===== config.mk =====
export PLATFORM = sky130hd
export DESIGN_NAME = jtag_tap_sync_flat
export DESIGN_NICKNAME = d
export VERILOG_FILES = /design/src/rtl/jtag_tap_sync_if.sv /design/src/rtl/jtag_tap_sync.sv /design/src/flat_wrapper.sv
export SDC_FILE = /design/constraint.sdc
export NUM_CORES = 1
export LEC_CHECK = 0
export BUFFER_PORTS_ARGS = -buffer_cell sky130_fd_sc_hd__buf_2
export CAP_MARGIN = 20
export CORE_MARGIN = 2
export CORE_UTILIZATION = 50
export DETAILED_ROUTE_END_ITERATION = 8
export GPL_TIMING_DRIVEN = 1
export PLACE_DENSITY = 0.74
export SLEW_MARGIN = 20
export SYNTH_ARGS = -nofsm -noshare
export SYNTH_HDL_FRONTEND = slang
export SYNTH_SLANG_ARGS = --single-unit

===== constraint.sdc =====
create_clock -name clk_i -period 2.32 [get_ports clk_i]
set_clock_uncertainty 0.05 [all_clocks]
set_input_delay 0.116 -clock clk_i [delete_from_list [all_inputs] [get_ports clk_i]]
set_output_delay 0.116 -clock clk_i [all_outputs]
set_load 0.02 [all_outputs]

===== src/rtl/jtag_tap_sync_if.sv =====
// ---------------------------------------------------------------------------
// jtag_tap_sync_if
//   The JTAG pin set between a host (master) and the TAP target (slave).
//   Signals:
//     tck  - test clock. The target treats it as data.
//     tms  - test mode select.
//     tdi  - test data in.
//     trst - test reset, active-low.
//     tdo  - test data out, driven by the target.
// ---------------------------------------------------------------------------
interface jtag_tap_sync_if;
  logic tck;
  logic tms;
  logic tdi;
  logic trst;
  logic tdo;

  modport master (output tck, output tms, output tdi, output trst, input tdo);
  modport slave  (input tck, input tms, input tdi, input trst, output tdo);
endinterface


===== src/rtl/jtag_tap_sync.sv =====
// ---------------------------------------------------------------------------
// jtag_tap_sync
//   JTAG TAP target that runs entirely on the system clock. The JTAG pins
//   are sampled on clk_i, and TCK edges are found by comparing two samples.
//   An IEEE 1149.1 TAP controller then runs, with IDCODE, BYPASS and USER
//   data registers.
//   Ports:
//     clk_i, rst_i  - system clock and synchronous active-high reset
//     jtag          - JTAG pins (slave modport)
//     user_dr_i     - value captured into the USER DR in Capture-DR
//     user_dr_o     - USER register contents after Update-DR
//     user_update_o - one-cycle pulse when user_dr_o is written
//     tap_state_o   - current TAP state, in the IEEE encoding
// ---------------------------------------------------------------------------
module jtag_tap_sync #(
  parameter int          IR_WIDTH      = 4,
  parameter logic [31:0] IDCODE_VALUE  = 32'h1234_5677,
  parameter int          USER_DR_WIDTH = 32
) (
  input  logic                     clk_i,
  input  logic                     rst_i,
  jtag_tap_sync_if.slave           jtag,
  input  logic [USER_DR_WIDTH-1:0] user_dr_i,
  output logic [USER_DR_WIDTH-1:0] user_dr_o,
  output logic                     user_update_o,
  output logic [3:0]               tap_state_o
);

  typedef enum logic [3:0] {
    TLR     = 4'hF, RTI     = 4'hC,
    SEL_DR  = 4'h7, CAP_DR  = 4'h6, SH_DR   = 4'h2, EX1_DR  = 4'h1,
    PAUSE_DR = 4'h3, EX2_DR = 4'h0, UPD_DR  = 4'h5,
    SEL_IR  = 4'h4, CAP_IR  = 4'hE, SH_IR   = 4'hA, EX1_IR  = 4'h9,
    PAUSE_IR = 4'hB, EX2_IR = 4'h8, UPD_IR  = 4'hD
  } tap_state_e;

  localparam logic [IR_WIDTH-1:0] IR_IDCODE  = 4'b0001;
  localparam logic [IR_WIDTH-1:0] IR_USER    = 4'b0010;
  localparam logic [IR_WIDTH-1:0] IR_CAPTURE = 4'b0101;

  // One shift register serves every DR. It is wide enough for IDCODE and for USER.
  localparam int DR_W  = (USER_DR_WIDTH > 32) ? USER_DR_WIDTH : 32;
  localparam int LEN_W = $clog2(DR_W);

  tap_state_e               state_q, state_d, state_nxt;
  logic                     tck_q, tck_d, tck_prev_q, tck_prev_d;
  logic                     tms_q, tms_d, tdi_q, tdi_d, trst_q, trst_d;
  logic [IR_WIDTH-1:0]      ir_shift_q, ir_shift_d, ir_q, ir_d;
  logic [DR_W-1:0]          dr_shift_q, dr_shift_d;
  logic [LEN_W-1:0]         dr_msb;
  logic                     tdo_q, tdo_d;
  logic [USER_DR_WIDTH-1:0] user_dr_q, user_dr_d;
  logic                     user_update_q, user_update_d;
  logic                     rise, fall;

  assign rise = tck_q & ~tck_prev_q;
  assign fall = ~tck_q & tck_prev_q;

  // Standard TMS transition table. This block only computes the target
  // state; the state register below advances only on a TCK rise.
  always_comb begin
    state_nxt = state_q;
    unique case (state_q)
      TLR:      state_nxt = tms_q ? TLR      : RTI;
      RTI:      state_nxt = tms_q ? SEL_DR   : RTI;
      SEL_DR:   state_nxt = tms_q ? SEL_IR   : CAP_DR;
      CAP_DR:   state_nxt = tms_q ? EX1_DR   : SH_DR;
      SH_DR:    state_nxt = tms_q ? EX1_DR   : SH_DR;
      EX1_DR:   state_nxt = tms_q ? UPD_DR   : PAUSE_DR;
      PAUSE_DR: state_nxt = tms_q ? EX2_DR   : PAUSE_DR;
      EX2_DR:   state_nxt = tms_q ? UPD_DR   : SH_DR;
      UPD_DR:   state_nxt = tms_q ? SEL_DR   : RTI;
      SEL_IR:   state_nxt = tms_q ? TLR      : CAP_IR;
      CAP_IR:   state_nxt = tms_q ? EX1_IR   : SH_IR;
      SH_IR:    state_nxt = tms_q ? EX1_IR   : SH_IR;
      EX1_IR:   state_nxt = tms_q ? UPD_IR   : PAUSE_IR;
      PAUSE_IR: state_nxt = tms_q ? EX2_IR   : PAUSE_IR;
      EX2_IR:   state_nxt = tms_q ? UPD_IR   : SH_IR;
      UPD_IR:   state_nxt = tms_q ? SEL_DR   : RTI;
      default:  state_nxt = TLR;
    endcase
  end

  always_comb begin
    // NOTE: every signal gets a default first, so no path through the
    // branches below leaves a value unassigned and infers a latch.
    tck_d         = jtag.tck;
    tck_prev_d    = tck_q;
    tms_d         = jtag.tms;
    tdi_d         = jtag.tdi;
    trst_d        = jtag.trst;
    state_d       = state_q;
    ir_shift_d    = ir_shift_q;
    ir_d          = ir_q;
    dr_shift_d    = dr_shift_q;
    tdo_d         = tdo_q;
    user_dr_d     = user_dr_q;
    user_update_d = 1'b0;

    // Active DR length minus one. Any unknown instruction code acts as BYPASS.
    if (ir_q == IR_IDCODE)    dr_msb = LEN_W'(31);
    else if (ir_q == IR_USER) dr_msb = LEN_W'(USER_DR_WIDTH - 1);
    else                      dr_msb = '0;

    if (!trst_q) begin
      // TRST overrides any TCK edge seen in the same cycle.
      state_d = TLR;
      ir_d    = IR_IDCODE;
      tdo_d   = 1'b0;
    end else if (rise) begin
      unique case (state_q)
        CAP_IR: ir_shift_d = IR_CAPTURE;
        SH_IR:  ir_shift_d = {tdi_q, ir_shift_q[IR_WIDTH-1:1]};
        CAP_DR: begin
          if (ir_q == IR_IDCODE)    dr_shift_d = DR_W'(IDCODE_VALUE);
          else if (ir_q == IR_USER) dr_shift_d = DR_W'(user_dr_i);
          else                      dr_shift_d = '0;
        end
        SH_DR: begin
          dr_shift_d         = dr_shift_q >> 1;
          dr_shift_d[dr_msb] = tdi_q;
        end
        default: ;
      endcase
      state_d = state_nxt;
      if (state_nxt == TLR) ir_d = IR_IDCODE;
    end else if (fall) begin
      if (state_q == SH_IR)      tdo_d = ir_shift_q[0];
      else if (state_q == SH_DR) tdo_d = dr_shift_q[0];
      else                       tdo_d = 1'b0;
      if (state_q == UPD_IR) ir_d = ir_shift_q;
      if (state_q == UPD_DR && ir_q == IR_USER) begin
        user_dr_d     = dr_shift_q[USER_DR_WIDTH-1:0];
        user_update_d = 1'b1;
      end
    end
  end

  // NOTE: sequential state uses non-blocking assignments, so every flop
  // samples its pre-edge _d value no matter what order the statements are in.
  always_ff @(posedge clk_i) begin
    if (rst_i) begin
      state_q       <= TLR;
      tck_q         <= 1'b0;
      tck_prev_q    <= 1'b0;
      tms_q         <= 1'b0;
      tdi_q         <= 1'b0;
      trst_q        <= 1'b1;
      ir_shift_q    <= '0;
      ir_q          <= IR_IDCODE;
      dr_shift_q    <= '0;
      tdo_q         <= 1'b0;
      user_dr_q     <= '0;
      user_update_q <= 1'b0;
    end else begin
      state_q       <= state_d;
      tck_q         <= tck_d;
      tck_prev_q    <= tck_prev_d;
      tms_q         <= tms_d;
      tdi_q         <= tdi_d;
      trst_q        <= trst_d;
      ir_shift_q    <= ir_shift_d;
      ir_q          <= ir_d;
      dr_shift_q    <= dr_shift_d;
      tdo_q         <= tdo_d;
      user_dr_q     <= user_dr_d;
      user_update_q <= user_update_d;
    end
  end

  assign jtag.tdo      = tdo_q;
  assign user_dr_o     = user_dr_q;
  assign user_update_o = user_update_q;
  assign tap_state_o   = state_q;

endmodule


===== src/flat_wrapper.sv =====
// flat-port wrapper written by rule: the top's interface ports become plain ports
module jtag_tap_sync_flat 
#(
  parameter int          IR_WIDTH      = 4,
  parameter logic [31:0] IDCODE_VALUE  = 32'h1234_5677,
  parameter int          USER_DR_WIDTH = 32
)
  (clk_i, rst_i, user_dr_i, user_dr_o, user_update_o, tap_state_o, jtag_tck, jtag_tms, jtag_tdi, jtag_trst, jtag_tdo);
  jtag_tap_sync_if jtag_i ();
  input  logic clk_i;
  input  logic rst_i;
  input  logic [USER_DR_WIDTH-1:0] user_dr_i;
  output logic [USER_DR_WIDTH-1:0] user_dr_o;
  output logic user_update_o;
  output logic [3:0] tap_state_o;
  input wire logic [$bits(jtag_i.tck)-1:0] jtag_tck;
  input wire logic [$bits(jtag_i.tms)-1:0] jtag_tms;
  input wire logic [$bits(jtag_i.tdi)-1:0] jtag_tdi;
  input wire logic [$bits(jtag_i.trst)-1:0] jtag_trst;
  output wire logic [$bits(jtag_i.tdo)-1:0] jtag_tdo;
  assign jtag_i.tck = jtag_tck;
  assign jtag_i.tms = jtag_tms;
  assign jtag_i.tdi = jtag_tdi;
  assign jtag_i.trst = jtag_trst;
  assign jtag_tdo = jtag_i.tdo;
  jtag_tap_sync #(.IR_WIDTH(IR_WIDTH), .IDCODE_VALUE(IDCODE_VALUE), .USER_DR_WIDTH(USER_DR_WIDTH)) u_core (.clk_i(clk_i), .rst_i(rst_i), .jtag(jtag_i), .user_dr_i(user_dr_i), .user_dr_o(user_dr_o), .user_update_o(user_update_o), .tap_state_o(tap_state_o));
endmodule

---- After elaboration in Yosys (flattened, before gate mapping) ----
Cells that the tools add are included.
storage, ports and cells
  register bits after elaboration ......... 83
  input bits .............................. 38
  output and inout port bits .............. 38
  logic and storage cells ................. 86
operators by class
  $lt $le $gt $ge ......................... 2
  equality and inequality tests ........... 19
  mux-type cells .......................... 29
  bitwise operators ....................... 7
  reduce and logical (&&, ||, !) cells .... 17
operators by type and width
  kind                count
  $mux 32             2
  $pmux 32 s2         1
  $pmux 4 s12         1
  $eq 4x4->1 const B  9
  $bwmux 32           1
  $mux 4              5
  $eq 4x3->1 const B  4
  $eq 4x2->1 const B  3
  $mux 2              6
  $mux 3              4
  $mux 5              2
  $reduce_and 3->1    3
  $eq 4x1->1 const B  2
  $pmux 4 s2          1
  $reduce_bool 2->1   4
  $lt 5x6->1 const B  1
  $reduce_or 2->1     3
  $demux 1 s5         1
  $ge 5x1->1 const B  1
  $mux 1              5
  $not 1->1           5
  $logic_not 4->1     1
  $reduce_and 4->1    1
  $reduce_or 4->1     1
  5 further kinds     7

---- Depth between registers and ports, before layout ----
Gate-level depths: netlist of the first run.
  word-level depth ........................ 9
  depth in mapped cells ................... 8
  depth with buffers taken out ............ 5

---- Worst setup path after synthesis of the first run ----
No wires, ideal clock.
  kind .................................... flip-flop to flip-flop
  start point ............................. register u_core.state_q[3], in the netlist u_core.tap_state_o[3]
  end point ............................... register u_core.dr_shift_q[25]
  setup time .............................. 0.070 ns
  arrival ................................. 1.670 ns
  data required time ...................... 2.200 ns
  slack ................................... 0.530 ns
  cell stages (with the launch flop) ...... 9
  buffers on the path ..................... 3
  clock period less this slack ............ 1.790 ns
  cells stage by stage .................... dfxtp_1 buf_2 nor4b_4 or2_1 buf_4 buf_6 a21oi_1 or3_1 a21oi_1
on the way
  cells in the longest elaborated chain, start to end .. 3
  elaborated cells between the ends (all ways) .. 5
  classes of those cells .................. eq/ne: 2; mux: 1; reduce/logical: 2
RTL lines
  what                                             RTL line              RTL
  start, declared                                  jtag_tap_sync.sv:45   tap_state_e state_q, state_d, state_nxt;
  start signal, assigned                           jtag_tap_sync.sv:156  state_q <= state_d;
  $eq 4x3->1 / $eq 4x2->1 (equally long branches)  jtag_tap_sync.sv:111  unique case (state_q)
  $reduce_bool 2->1 (no line)                      -
  $reduce_and 3->1 (no line)                       -
  end signal, assigned                             jtag_tap_sync.sv:164  dr_shift_q <= dr_shift_d;
  end, declared                                    jtag_tap_sync.sv:49   logic [DR_W-1:0] dr_shift_q, dr_shift_d;
Several ways; a longest one is shown, not always the timed one.
A chain may end at the register's enable or synchronous reset.

---- Worst setup path in the final report of the first run ----
  start point ............................. register u_core.ir_q[0]
  end point ............................... register u_core.dr_shift_q[18]
on the way
  cells in the longest elaborated chain, start to end .. 9
  elaborated cells between the ends (all ways) .. 13
  classes of those cells .................. order compare: 2; eq/ne: 2; mux: 8; reduce/logical: 1
RTL lines
  what                                                                   RTL line                                    RTL
  start, declared                                                        jtag_tap_sync.sv:48                         logic [IR_WIDTH-1:0] ir_shift_q, ir_shift_d, ir_q, ir_d;
  start signal, assigned                                                 jtag_tap_sync.sv:163                        ir_q <= ir_d;
  $eq 4x2->1                                                             jtag_tap_sync.sv:102, jtag_tap_sync.sv:116
  $mux 5                                                                 jtag_tap_sync.sv:102                        else if (ir_q == IR_USER) dr_msb = LEN_W'(USER_DR_WIDTH - 1);
  $mux 5                                                                 jtag_tap_sync.sv:101                        if (ir_q == IR_IDCODE) dr_msb = LEN_W'(31);
  $lt 5x6->1 (not written as such) / $ge 5x1->1 (equally long branches)  jtag_tap_sync.sv:121                        dr_shift_d[dr_msb] = tdi_q;
  $logic_and 1x1->1 (not written as such)                                jtag_tap_sync.sv:121
  $mux 1 (not written as such)                                           jtag_tap_sync.sv:121
  $demux 1 s5                                                            -
  $bwmux 32                                                              jtag_tap_sync.sv:121
  $pmux 32 s2 *                                                          jtag_tap_sync.sv:111
Every way passes the cells marked *; elsewhere a longest branch is shown, timed or not.

==> results of run 1 <==
-- per-stage QoR --
stage | cells | utilization, % | power (mW)
finish | 629 | 61.70 | 2.724
detailed placement | 609 | 57.82 | 1.590
floorplan | 465 | - | 1.540
CTS | 629 | 61.70 | 2.742
global placement | 609 | 57.82 | 1.591
global route | 629 | 61.70 | 2.800
-- critical path: cells and delay by family (launching register included) --
family / cells / cell delay, ns
compound gates: 2 / 0.21
simple gates: 3 / 1.26
flops: 1 / 0.43
-- where the power goes --
part | total, mW | switching, mW | internal, mW
logic | 0.118 | 0.0677 | 0.0504
clock network | 1.16 | 0.524 | 0.638
registers | 1.44 | 0.0135 | 1.43
-- layout by cell type (no fill, tap or decap), drive strengths merged --
| cell | count |
|---|---|
| a211oi | 5 |
| a21o | 1 |
| a21oi | 100 |
| a2bb2oi | 1 |
| a311o | 1 |
| a31oi | 2 |
| and4 | 2 |
| buf | 84 |
| bufinv | 2 |
| clkbuf | 10 |
| clkinv | 3 |
| dfxtp | 83 |
| dlygate4sd3 | 4 |
| inv | 7 |
| mux2i | 3 |
| nand2 | 92 |
| nand2b | 6 |
| nand3 | 1 |
| nand3b | 3 |
| nand4 | 2 |
| nor2 | 62 |
| nor2b | 7 |
| nor3 | 17 |
| nor4 | 3 |
| nor4b | 4 |
| o211ai | 2 |
| o21ai | 8 |
| o22ai | 1 |
| or2 | 2 |
| or3 | 15 |
-- final cells by class --
class | instances | share of cell area [%]
clock buffer | 10 | 3.265
sequential | 83 | 39.42
clock inverter | 6 | 2.078
tap | 96 | 2.850
inverter | 6 | 0.5343
multi-input combinational | 340 | 39.80
timing repair buffer | 88 | 12.05
-- path summary, 6_finish.rpt --
| path | depth (start not counted) | slack, ns | to | startpoint |
|---|---|---|---|---|
| min | 4 | 0.12 | u_core.dr_shift_q[4]$_SDFFE_PP0P_ | user_dr_i[4] |
| max reg2reg | 5 | 0.31 | u_core.dr_shift_q[18]$_SDFFE_PP0P_ | u_core.ir_q[0]$_SDFFE_PP1P_ |
| min reg2reg | 2 | 0.40 | u_core.user_dr_o[0]$_SDFFE_PP0P_ | u_core.user_dr_o[0]$_SDFFE_PP0P_ |
| max | 5 | 0.31 | u_core.dr_shift_q[18]$_SDFFE_PP0P_ | u_core.ir_q[0]$_SDFFE_PP1P_ |
-- sequential cells by signal (all words and copies together), names as in the netlist, 4 cells and up --
signal,flops
u_core.user_dr_o,32
u_core.ir_shift_q,4
u_core.tap_state_o,4
u_core.dr_shift_q,32
u_core.ir_q,4
-- cells by family after synthesis --
group,after synthesis
buf+inv,42
simple gates,216
mux,3
compound gates,121
flops,83
-- per-layer routing --
layer  GRT usage (%)  routed length, µm  up-vias
met5               0                  0        -
met4           7.851                130        0
met3           4.807                503       14
met2           35.61               3868      105
met1           29.40               3858     1513
li1                -                  -     1694
==> summary.md, run 1 <==
Of all flip-flops after synthesis, the portion carrying an async set or reset was 0%. The floorplan step set the die height to 88.02 µm. Yosys attributes the largest share of cell area to dfxtp_1 (47%), a21oi_1 (14%), nand2_1 (9.8%).

The synthesized netlist devotes 0% of its cell area to XOR and XNOR gates. In this run, synthesis inferred 0 flip-flops with an integrated enable. For the count of inserted antenna diode cells, the log shows 0. The min-delay analysis places its worst path in the category in2reg. The worst setup path is launched from a flip-flop.

The cell type of the slowest stage on the worst timing path is or2_1. By count the netlist is led by a21oi_1 (100), nand2_1 (92), dfxtp_1 (83). IR analysis of the VDD net gives a maximum drop of 459.9 µV. Dividing the detail-routed wire length by the instance count gives 13.29 µm.

The worst path meets setup with 0.3147 ns of slack. Data on the critical path is required at its endpoint by 2.55 ns. Synthesis instantiated 35 different standard cells from the library. The most frequently used cell type in the post-synthesis netlist was a21oi_1. The critical path goes through nor4b_2 > or2_1 > a21oi_1 > or3_1 > a21oi_1. Once the floorplan was initialized, standard cells occupied 51.67% of the core. Of the total synthesized cell area, the portion taken by full adders, half adders and majority gates is 0%.

The final max-slew violation count came out at 0. TritonCTS built the clock tree. The floorplan step set the die width to 88.02 µm. The logs give 0.1175 ns for the final-layout worst hold slack and 0 for the number of buffers inserted by post-CTS setup repair. Gates resized during post-CTS repair numbered 0. In this run the worst path has a maximum fanout of 14. The tools report the cell area after technology mapping as 3530 µm².

Clock tree synthesis found a total of 83 sinks. Using the TritonRoute via totals, the vias-per-cell ratio works out to 5.288. The maximum clock frequency is 498.7 MHz. Summed over all layers, the global routing overflow is 0. In the global route stage, overall resource usage came out at 22.10%. The first global-routing pass estimated 13.50 mm of wire.

Clock tree synthesis inserted a total of 9 buffers. 76 I/O pins were placed. The overall routed net length came out at 8.361 mm. The tools report the number of warning messages in the yosys log as 0. The tools report the area taken by flip-flops and latches as 1662 µm². Total number of vias: 3326. The portion of synthesized cell area occupied by the leading cell type works out to 47.08%.

The worst setup path is captured at a flip-flop. The number of nets handed over by synthesis was 503. Setup violations remaining at the end of the flow were counted as 0. After Yosys synthesis, and, or, nand and nor cells account for 28.61% of the synthesized area. The post-synthesis cell count was 465; the final critical delay including setup and external delays was 2.005 ns. The dominant combinational cell family by area after synthesis was simple AND/OR/NAND/NOR gates.

The total negative slack for setup checks was 0 ns; the die outline area was 7748 µm². The placed instances occupy a cell area of 3950 µm². The layout overhead on the synthesized area was 19.43%; the transition time of the tightest slew-check pin was 0.6890 ns. Arrival time at the worst endpoint: 2.24 ns. Before CTS, the worst setup slack after placement is 0.3006 ns. Pin count of the biggest net entering global routing: 65.

Setup repair after global routing left no endpoint under its margin. CTS root buffer: clkbuf_8. On the worst path, the slowest cell contributes a delay of 0.48 ns. The number of max-cap violations is 0, and the number of placement rows is 30.

Of the synthesized area, sequential elements account for 47.08%. The biggest area consumer among synthesized cells was dfxtp_1. The run finished with clean final reports.

For this design the static power due to leakage is 1.741 nW. The finished cells cover 4215 µm². The tools report the final number of hold-violating endpoints as 0. Cells with a size suffix above 1 make up 19.89% of the layout. The portion of netlist area occupied by mux cells is 0.8508%, and the routability congestion estimate from global placement is 0.8294.

The multi-input combinational cells in the finished layout cover a total of 1678 µm². The tools report the number of global-route vias before repair as 2930. After the first detailed-routing iteration, the DRC count stood at 202. Headroom to the max-slew limit came out at 53.69%. The total area inside the core boundary comes to 6832 µm². The source-to-sink clock delay at the later pin of the worst-skew pair was 0.35 ns; the number of buffers added on ports was 75. Summing the areas of all compound-gate instances in the mapped netlist gives 18.08% of the synthesized area.

By instance count, the cell type seen most on the critical path is a21oi_1. The mean cell area of the mapped netlist works out to 7.591 µm². The critical path is of the reg2reg type. Post-detailed-placement half-perimeter wirelength: 5.535 mm. The number of fill cells in the layout came out at 641.

The predominant post-synthesis flop cell was dfxtp_1. The H-tree was split into 3 levels. The final antenna-violating net count is 0.

The run gives 0 as the number of antenna violations at the first check in global routing. For the count of hold-fix buffers inserted at cts, the log shows 4. The number of detailed-route iterations in the first pass is 5, and the count of state elements after synthesis is 83. Number of nets in the layout: 566. The share of the clock period used by the worst path after layout works out to 86.44%.

The clock slew at the register clock pins of the worst setup and hold paths was 0.08 ns; the power per cell area was 646.1 nW/µm². The longest clock path from root to sink contains 2 buffers. The tools report the post-route DRC violation count as 0.
No activity file was read; power rests on OpenSTA's default activity.
==> run 2: changes to the inputs <==
Settings changed: CORE_MARGIN 2 to 10.
==> run 2 against run 1 <==
  * Clock power grew 7%
  * Sequential cell count is the same
  * Maximum frequency shrank 0.98%
  * Critical path depth is the same
  * First-iteration DRC count grew 4.0%
  * Final cell count is the same
  * Via count grew 0.45%
  * Sequential share of layout area is essentially flat
  * Non-clock buffer count is the same
  * Critical path type unchanged
  * Critical endpoint is now u_core.dr_shift_q[2]$_SDFFE_PP0P_
==> summary.md, run 2 (same netlist as run 1, synthesis figures left out) <==
The flow ran to the end, and the final reports show no timing, DRC or antenna violations. The final number of hold-violating endpoints was 0 (unchanged); the share of the clock period used by the worst path after layout was 87.29% (was 86.44%). For the aggregate global routing overflow, the log shows 0 (unchanged). The nature of the critical path startpoint is a flip-flop (unchanged). The number of nets in the layout is 566 (unchanged).

The stage delay of the slowest cell on the critical path was 0.55 ns (was 0.48 ns). Overall routed net length: 8.958 mm (was 8.361 mm). The count of placed standard cells in the final layout, fillers left out was 629 (unchanged); the violation count after the first detailed-route iteration was 210 (was 202).

For the peak ir drop on the vdd network, the log shows 352.9 µV (was 459.9 µV). For the arrival time at the worst endpoint, the log shows 2.26 ns (was 2.24 ns). The origin of the worst setup path was u_core.tap_state_o[1]$_SDFFE_PP1P_ (was u_core.ir_q[0]$_SDFFE_PP1P_). For the final antenna-violating net count, the log shows 0 (unchanged).

Source-to-sink clock delay at the later pin of the worst-skew pair: 0.36 ns (was 0.35 ns). The worst min-delay path class is in2reg (unchanged). The average routed wire per standard cell was 14.24 µm (was 13.29 µm); the setup slack of the most critical reg-to-reg path was 0.29 ns (was 0.31 ns). For the number of buffers inserted by post-CTS setup repair, the log shows 0 (unchanged). The logs give 0 (unchanged) for the count of inserted antenna diode cells and 4218 µm² (was 4215 µm²) for the post-route cell area. Data required time at the worst endpoint: 2.56 ns (was 2.55 ns). The tools report the reg-to-reg critical path endpoint as u_core.dr_shift_q[2]$_SDFFE_PP0P_ (was u_core.dr_shift_q[18]$_SDFFE_PP0P_). The die outline area is 10820 µm² (was 7748 µm²), and the post-detailed-placement half-perimeter wirelength is 5.969 mm (was 5.535 mm). The instance count along the most critical hold path is 2 (was 4), and the total chip power is 2.809 mW (was 2.724 mW).

Top library cells by usage in the layout, fill and taps aside: a21oi_1 (100), nand2_1 (92), dfxtp_1 (83) (unchanged). Most common cell after layout, fill and taps aside: a21oi_1 (unchanged). For the tightest slew margin relative to the limit, the log shows 52.51% (was 53.69%). The chip width was 104.0 µm (was 88.02 µm); the total negative slack for setup checks was 0 ns (unchanged). Cell type of the slowest stage on the worst timing path: dfxtp_1 (was or2_1).

The logs give 644 (was 641) for the number of fill cells in the layout and 0 (unchanged) for the post-route DRC violation count. For the global-route wire length before repair, the log shows 15.12 mm (was 13.50 mm). The chip height works out to 104.0 µm (was 88.02 µm). Share of layout cells above drive strength 1: 19.70% (was 19.89%).

Setup repair after global routing left no endpoint under its margin. The run gives 83 (unchanged) as the number of clock sinks. The number of buffers created by CTS was 9 (unchanged); the number of placement rows was 30 (unchanged). Cells along the critical path: nor4b_4 > or2_1 > a21oi_1 > or3_1 > a21oi_1 (was nor4b_2 > or2_1 > a21oi_1 > or3_1 > a21oi_1). The tools report the start point of the worst min-delay path as rst_i (was user_dr_i[4]).

The maximum clock frequency came out at 493.8 MHz (was 498.7 MHz). Final max-slew violation count: 0 (unchanged). Top-level port count: 76 (unchanged). The count of H-tree levels built during CTS is 3 (unchanged), and the routed via count divided by cell count is 5.312 (was 5.288). The clock slew at the register clock pins of the worst setup and hold paths was 0.08 ns (about the same). The number of antenna violations at the first check in global routing was 0 (unchanged). The tools report the end point of the most critical hold path as u_core.tdi_q$_SDFF_PP0_ (was u_core.dr_shift_q[4]$_SDFFE_PP0P_). The pin count of the biggest net entering global routing was 65 (unchanged). The startpoint of the most critical register-to-register path was u_core.tap_state_o[1]$_SDFFE_PP1P_ (was u_core.ir_q[0]$_SDFFE_PP1P_). The power per cell area is 665.9 nW/µm² (was 646.1 nW/µm²), and the core area is 6832 µm² (unchanged). The tools report the final-layout worst hold slack as 0.1031 ns (was 0.1175 ns). The logs give 0 (unchanged) for the number of max-cap violations and 0 (unchanged) for the total setup violations reported at the end of the flow. The endpoint class of the critical path was a flip-flop (unchanged).

TritonCTS built the clock tree. The number of buffers added on ports was 75 (unchanged); the deepest clock path buffer count was 2 (unchanged). The layout overhead on the synthesized area works out to 19.50% (was 19.43%). For the cell count after placement, the log shows 609 (unchanged). The transition time of the tightest slew-check pin came out at 0.7065 ns (was 0.6890 ns). The tools report the routability congestion estimate from global placement as 0.8270 (was 0.8294). Total number of vias: 3341 (was 3326). The number of detailed-route iterations in the first pass came out at 4 (was 5). The library cell appearing most often on the critical path is a21oi_1 (unchanged). The initial cell density of the core was 51.67% (unchanged); the static leakage was 1.742 nW (was 1.741 nW). Worst reg2reg path depth: 5 (unchanged).

The overall track demand over capacity in global routing was 16.51% (was 22.10%). Kind of critical path: reg2reg (unchanged). Final critical delay including setup and external delays: 2.025 ns (was 2.005 ns). The area after detailed placement came out at 3938 µm² (was 3950 µm²). The tools report the CTS root buffer as clkbuf_8 (unchanged).

The critical-path maximum fanout was 14 (unchanged); the number of global-route vias before repair was 3193 (was 2930).
[run 2: routing by layer]
layer,vias to the layer above,track usage (%),routed length [µm]
li1,1693,-,-
met1,1535,21.03,4025
met2,97,25.27,4122
met3,16,4.709,659
met4,0,7.356,150
met5,-,0,0
[run 2: cell type report]
type / count / area (µm²) / area share (%)
Timing Repair Buffer: 88 / 495.5 / 11.75
Inverter: 6 / 22.52 / 0.5340
Multi-Input combinational cell: 340 / 1678 / 39.78
Clock inverter: 6 / 112.6 / 2.670
Tap cell: 96 / 120.1 / 2.848
Sequential cell: 83 / 1662 / 39.39
Clock buffer: 10 / 127.6 / 3.026
[run 2: what timing repair did]
action                    4_1_cts  5_1_grt
hold endpoints to repair        4        0
gates resized for setup         0        0
hold buffers                    4        0
[run 2: worst max path at each step]
stage / end / slack (ns) / cells past startpoint
after global placement: u_core.dr_shift_q[20]$_SDFFE_PP0P_ / 0.37 / 5
after detailed placement: u_core.dr_shift_q[10]$_SDFFE_PP0P_ / 0.31 / 5
after global routing: u_core.ir_shift_q[2]$_SDFFE_PP0P_ / 0.11 / 4
final: u_core.dr_shift_q[2]$_SDFFE_PP0P_ / 0.29 / 5
after CTS: u_core.dr_shift_q[2]$_SDFFE_PP0P_ / 0.30 / 5
after floorplan: u_core.dr_shift_q[25]$_SDFFE_PP0P_ / 0.53 / 8
[run 2: through the flow]
step	utilization (%)	worst slack [ns]
final	61.74	0.2949
after detailed placement	57.64	0.3080
after global routing	61.74	0.1102
after global placement	57.64	0.3692
after CTS	61.74	0.2973
after floorplan	-	0.5300
[run 2: worst max-delay path, delay by kind of cell, from the launching register on]
| kind | cells | cell delay [ns] |
|---|---|---|
| flops | 1 | 0.55 |
| compound gates | 2 | 0.23 |
| simple gates | 3 | 1.12 |
[run 2: power breakdown]
group	total (mW)	internal (mW)	switching, mW
clock	1.24	0.719	0.525
combinational	0.120	0.0516	0.0688
sequential	1.44	1.43	0.0136
==> run 3: changes to the inputs <==
Settings changed: CAP_MARGIN 20 to default, CELL_PAD_IN_SITES_DETAIL_PLACEMENT from default to 0, CELL_PAD_IN_SITES_GLOBAL_PLACEMENT from default to 2, CORE_MARGIN 10 to 8, CORE_UTILIZATION 50 to 30, PLACE_DENSITY 0.74 to default, PLACE_DENSITY_LB_ADDON from default to 0.1.
==> run 3 against run 2 <==
  * Global-route usage shrank 3.3 points
  * Count of clock-buffer cells in the layout grew 3
  * Utilization shrank 24 points
  * Sequential cell count is the same
  * Wire length grew 16%
  * Clock power grew 6%
  * Via count is essentially flat
  * First-iteration DRC count shrank 37%
  * Setup slack gained 0.072 ns
  * Total power grew 2.5%
  * Sequential power is essentially flat
  * Sequential share of layout area shrank 0.91 points
  * Critical path type unchanged
  * Critical endpoint unchanged
  * Largest power group unchanged
==> summary.md, run 3 (same netlist as run 1, synthesis figures left out) <==
The clock slew at the register clock pins of the worst setup and hold paths is 0.06 ns (was 0.08 ns), and the worst reg2reg path depth is 6 (was 5). For the total number of vias, the log shows 3339 (was 3341). The critical-path maximum fanout was 14 (unchanged); the top-level port count was 76 (unchanged).

The transition time of the tightest slew-check pin came out at 0.5746 ns (was 0.7065 ns). The run gives 0 (unchanged) as the number of antenna violations at the first check in global routing. The run gives 2.53 ns (was 2.56 ns) as the data required time at the worst endpoint. For the arrival time at the worst endpoint, the log shows 2.16 ns (was 2.26 ns).

The flow ran to the end, and the final reports show no timing, DRC or antenna violations. The most common cell after layout, fill and taps aside was a21oi_1 (unchanged). The number of buffers added on ports is 75 (unchanged), and the tightest slew margin relative to the limit is 61.46% (was 52.51%). The global-route wire length before repair was 16.85 mm (was 15.12 mm); the layout overhead on the synthesized area was 22.40% (was 19.50%). TritonCTS built the clock tree. The total setup violations reported at the end of the flow is 0 (unchanged), and the final antenna-violating net count is 0 (unchanged). Cells along the critical path: nor4b_2 > or2_1 > buf_4 > a21oi_1 > or3_1 > a21oi_1 (was nor4b_4 > or2_1 > a21oi_1 > or3_1 > a21oi_1). The chip height is 124.5 µm (was 104.0 µm). Core area: 11470 µm² (was 6832 µm²). Violation count after the first detailed-route iteration: 133 (was 210). Setup repair after global routing left no endpoint under its margin. Library cell appearing most often on the critical path: a21oi_1 (unchanged). The source-to-sink clock delay at the later pin of the worst-skew pair was 0.33 ns (was 0.36 ns); the post-detailed-placement half-perimeter wirelength was 6.789 mm (was 5.969 mm).

The post-route DRC violation count is 0 (unchanged), and the overall track demand over capacity in global routing is 13.17% (was 16.51%). The run gives 1.755 nW (was 1.742 nW) as the static leakage. The count of inserted antenna diode cells is 0 (unchanged), and the final critical delay including setup and external delays is 1.953 ns (was 2.025 ns).

The logs give 39 (was 30) for the number of placement rows and 326.6 µV (was 352.9 µV) for the peak ir drop on the vdd network. The final number of hold-violating endpoints is 0 (unchanged), and the count of H-tree levels built during CTS is 3 (unchanged). The run gives 0 (unchanged) as the aggregate global routing overflow. The nature of the critical path startpoint was a flip-flop (unchanged).

The pin count of the biggest net entering global routing came out at 65 (unchanged). The count of hold-fix buffers inserted at cts came out at 4 (unchanged). The chip width is 124.5 µm (was 104.0 µm). The worst min-delay path class is in2reg (unchanged).

The core occupancy in the finished layout was 37.68% (was 61.74%); the average routed wire per standard cell was 15.31 µm (was 14.24 µm). The logs give 0.1278 ns (was 0.1031 ns) for the final-layout worst hold slack and 30.78% (was 51.67%) for the initial cell density of the core. Kind of critical path: reg2reg (unchanged). The share of layout cells above drive strength 1 works out to 19.51% (was 19.70%). The tools report the CTS root buffer as clkbuf_16 (was clkbuf_8).

The tools report the number of buffers inserted by post-CTS setup repair as 0 (unchanged). The tools report the endpoint class of the critical path as a flip-flop (unchanged). The total negative slack for setup checks is 0 ns (unchanged).

Share of the clock period used by the worst path after layout: 84.17% (was 87.29%). The number of clock sinks was 83 (unchanged). For the number of buffers created by CTS, the log shows 9 (unchanged). For the deepest clock path buffer count, the log shows 2 (unchanged). The routed via count divided by cell count is 4.939 (was 5.312). The final max-slew violation count came out at 0 (unchanged). The tools report the routability congestion estimate from global placement as 0.7878 (was 0.8270). The logs give 0 (unchanged) for the number of max-cap violations and 567 (was 566) for the number of nets in the layout.

Power per cell area: 666.2 nW/µm² (was 665.9 nW/µm²). The die outline area is 15490 µm² (was 10820 µm²), and the count of cells resized by post-cts repair is 0 (unchanged). The run gives 512.1 MHz (was 493.8 MHz) as the maximum clock frequency. The number of global-route vias before repair came out at 3245 (was 3193). Top library cells by usage in the layout, fill and taps aside: a21oi_1 (100), nand2_1 (92), dfxtp_1 (82) (was a21oi_1 (100), nand2_1 (92), dfxtp_1 (83)). The overall routed net length is 10.35 mm (was 8.958 mm), and the instance count along the most critical hold path is 4 (was 2).

The stage delay of the slowest cell on the critical path is 0.45 ns (was 0.55 ns). The run gives 4 (unchanged) as the number of detailed-route iterations in the first pass. The count of placed standard cells in the final layout, fillers left out is 676 (was 629). The cell type of the slowest stage on the worst timing path was nor4b_2 (was dfxtp_1). The run gives 657 (was 609) as the cell count after placement.
run 3: worst paths after layout:
check / slack [ns] / end / start
max reg2reg: 0.37 / u_core.dr_shift_q[2]$_SDFFE_PP0P_ / u_core.ir_q[0]$_SDFFE_PP1P_
min: 0.13 / u_core.dr_shift_q[14]$_SDFFE_PP0P_ / user_dr_i[14]
min reg2reg: 0.40 / u_core.user_dr_o[16]$_SDFFE_PP0P_ / u_core.user_dr_o[16]$_SDFFE_PP0P_
max: 0.37 / u_core.dr_shift_q[2]$_SDFFE_PP0P_ / u_core.ir_q[0]$_SDFFE_PP1P_
run 3: cell type report:
cell class,count,area (µm²)
timing repair buffer,89,515.5
multi-input combinational,340,1678
sequential,83,1663
fill,1237,7147
tap,143,178.9
clock buffer,13,250.2
inverter,6,22.52
clock inverter,2,12.51
run 3: critical path: cells and delay by family (launching register included):
family	cells	cell delay [ns]
buffers and inverters	1	0.22
flip-flops	1	0.43
AO/OA/AOI/OAI	2	0.22
AND/OR/NAND/NOR	3	0.96
run 3: where the power goes:
| group | switching (mW) | internal (mW) | total [mW] |
|---|---|---|---|
| clock | 0.562 | 0.748 | 1.31 |
| sequential | 0.0153 | 1.43 | 1.45 |
| combinational | 0.0695 | 0.0502 | 0.120 |
| total | 0.647 | 2.23 | 2.88 |
run 3: stage by stage:
step / setup slack [ns] / area [µm²] / total power [mW]
after floorplan: 0.5300 / 3530 / 1.540
final: 0.3674 / 4320 / 2.878
after global placement: 0.3798 / 4018 / 1.597
after global routing: 0.1465 / 4320 / 2.977
after CTS: 0.3361 / 4320 / 2.922
after detailed placement: 0.3468 / 4018 / 1.597
run 3: per-layer routing:
metal  share of wire (%)  track usage, %  vias up  routed length, µm
li1                    -               -     1698                  -
met1                  52           18.11     1554               5392
met2                  42           19.02       73               4300
met3                 4.4           3.234       14                459
met4                 1.9           5.599        0                196
met5                   0               0        -                  0
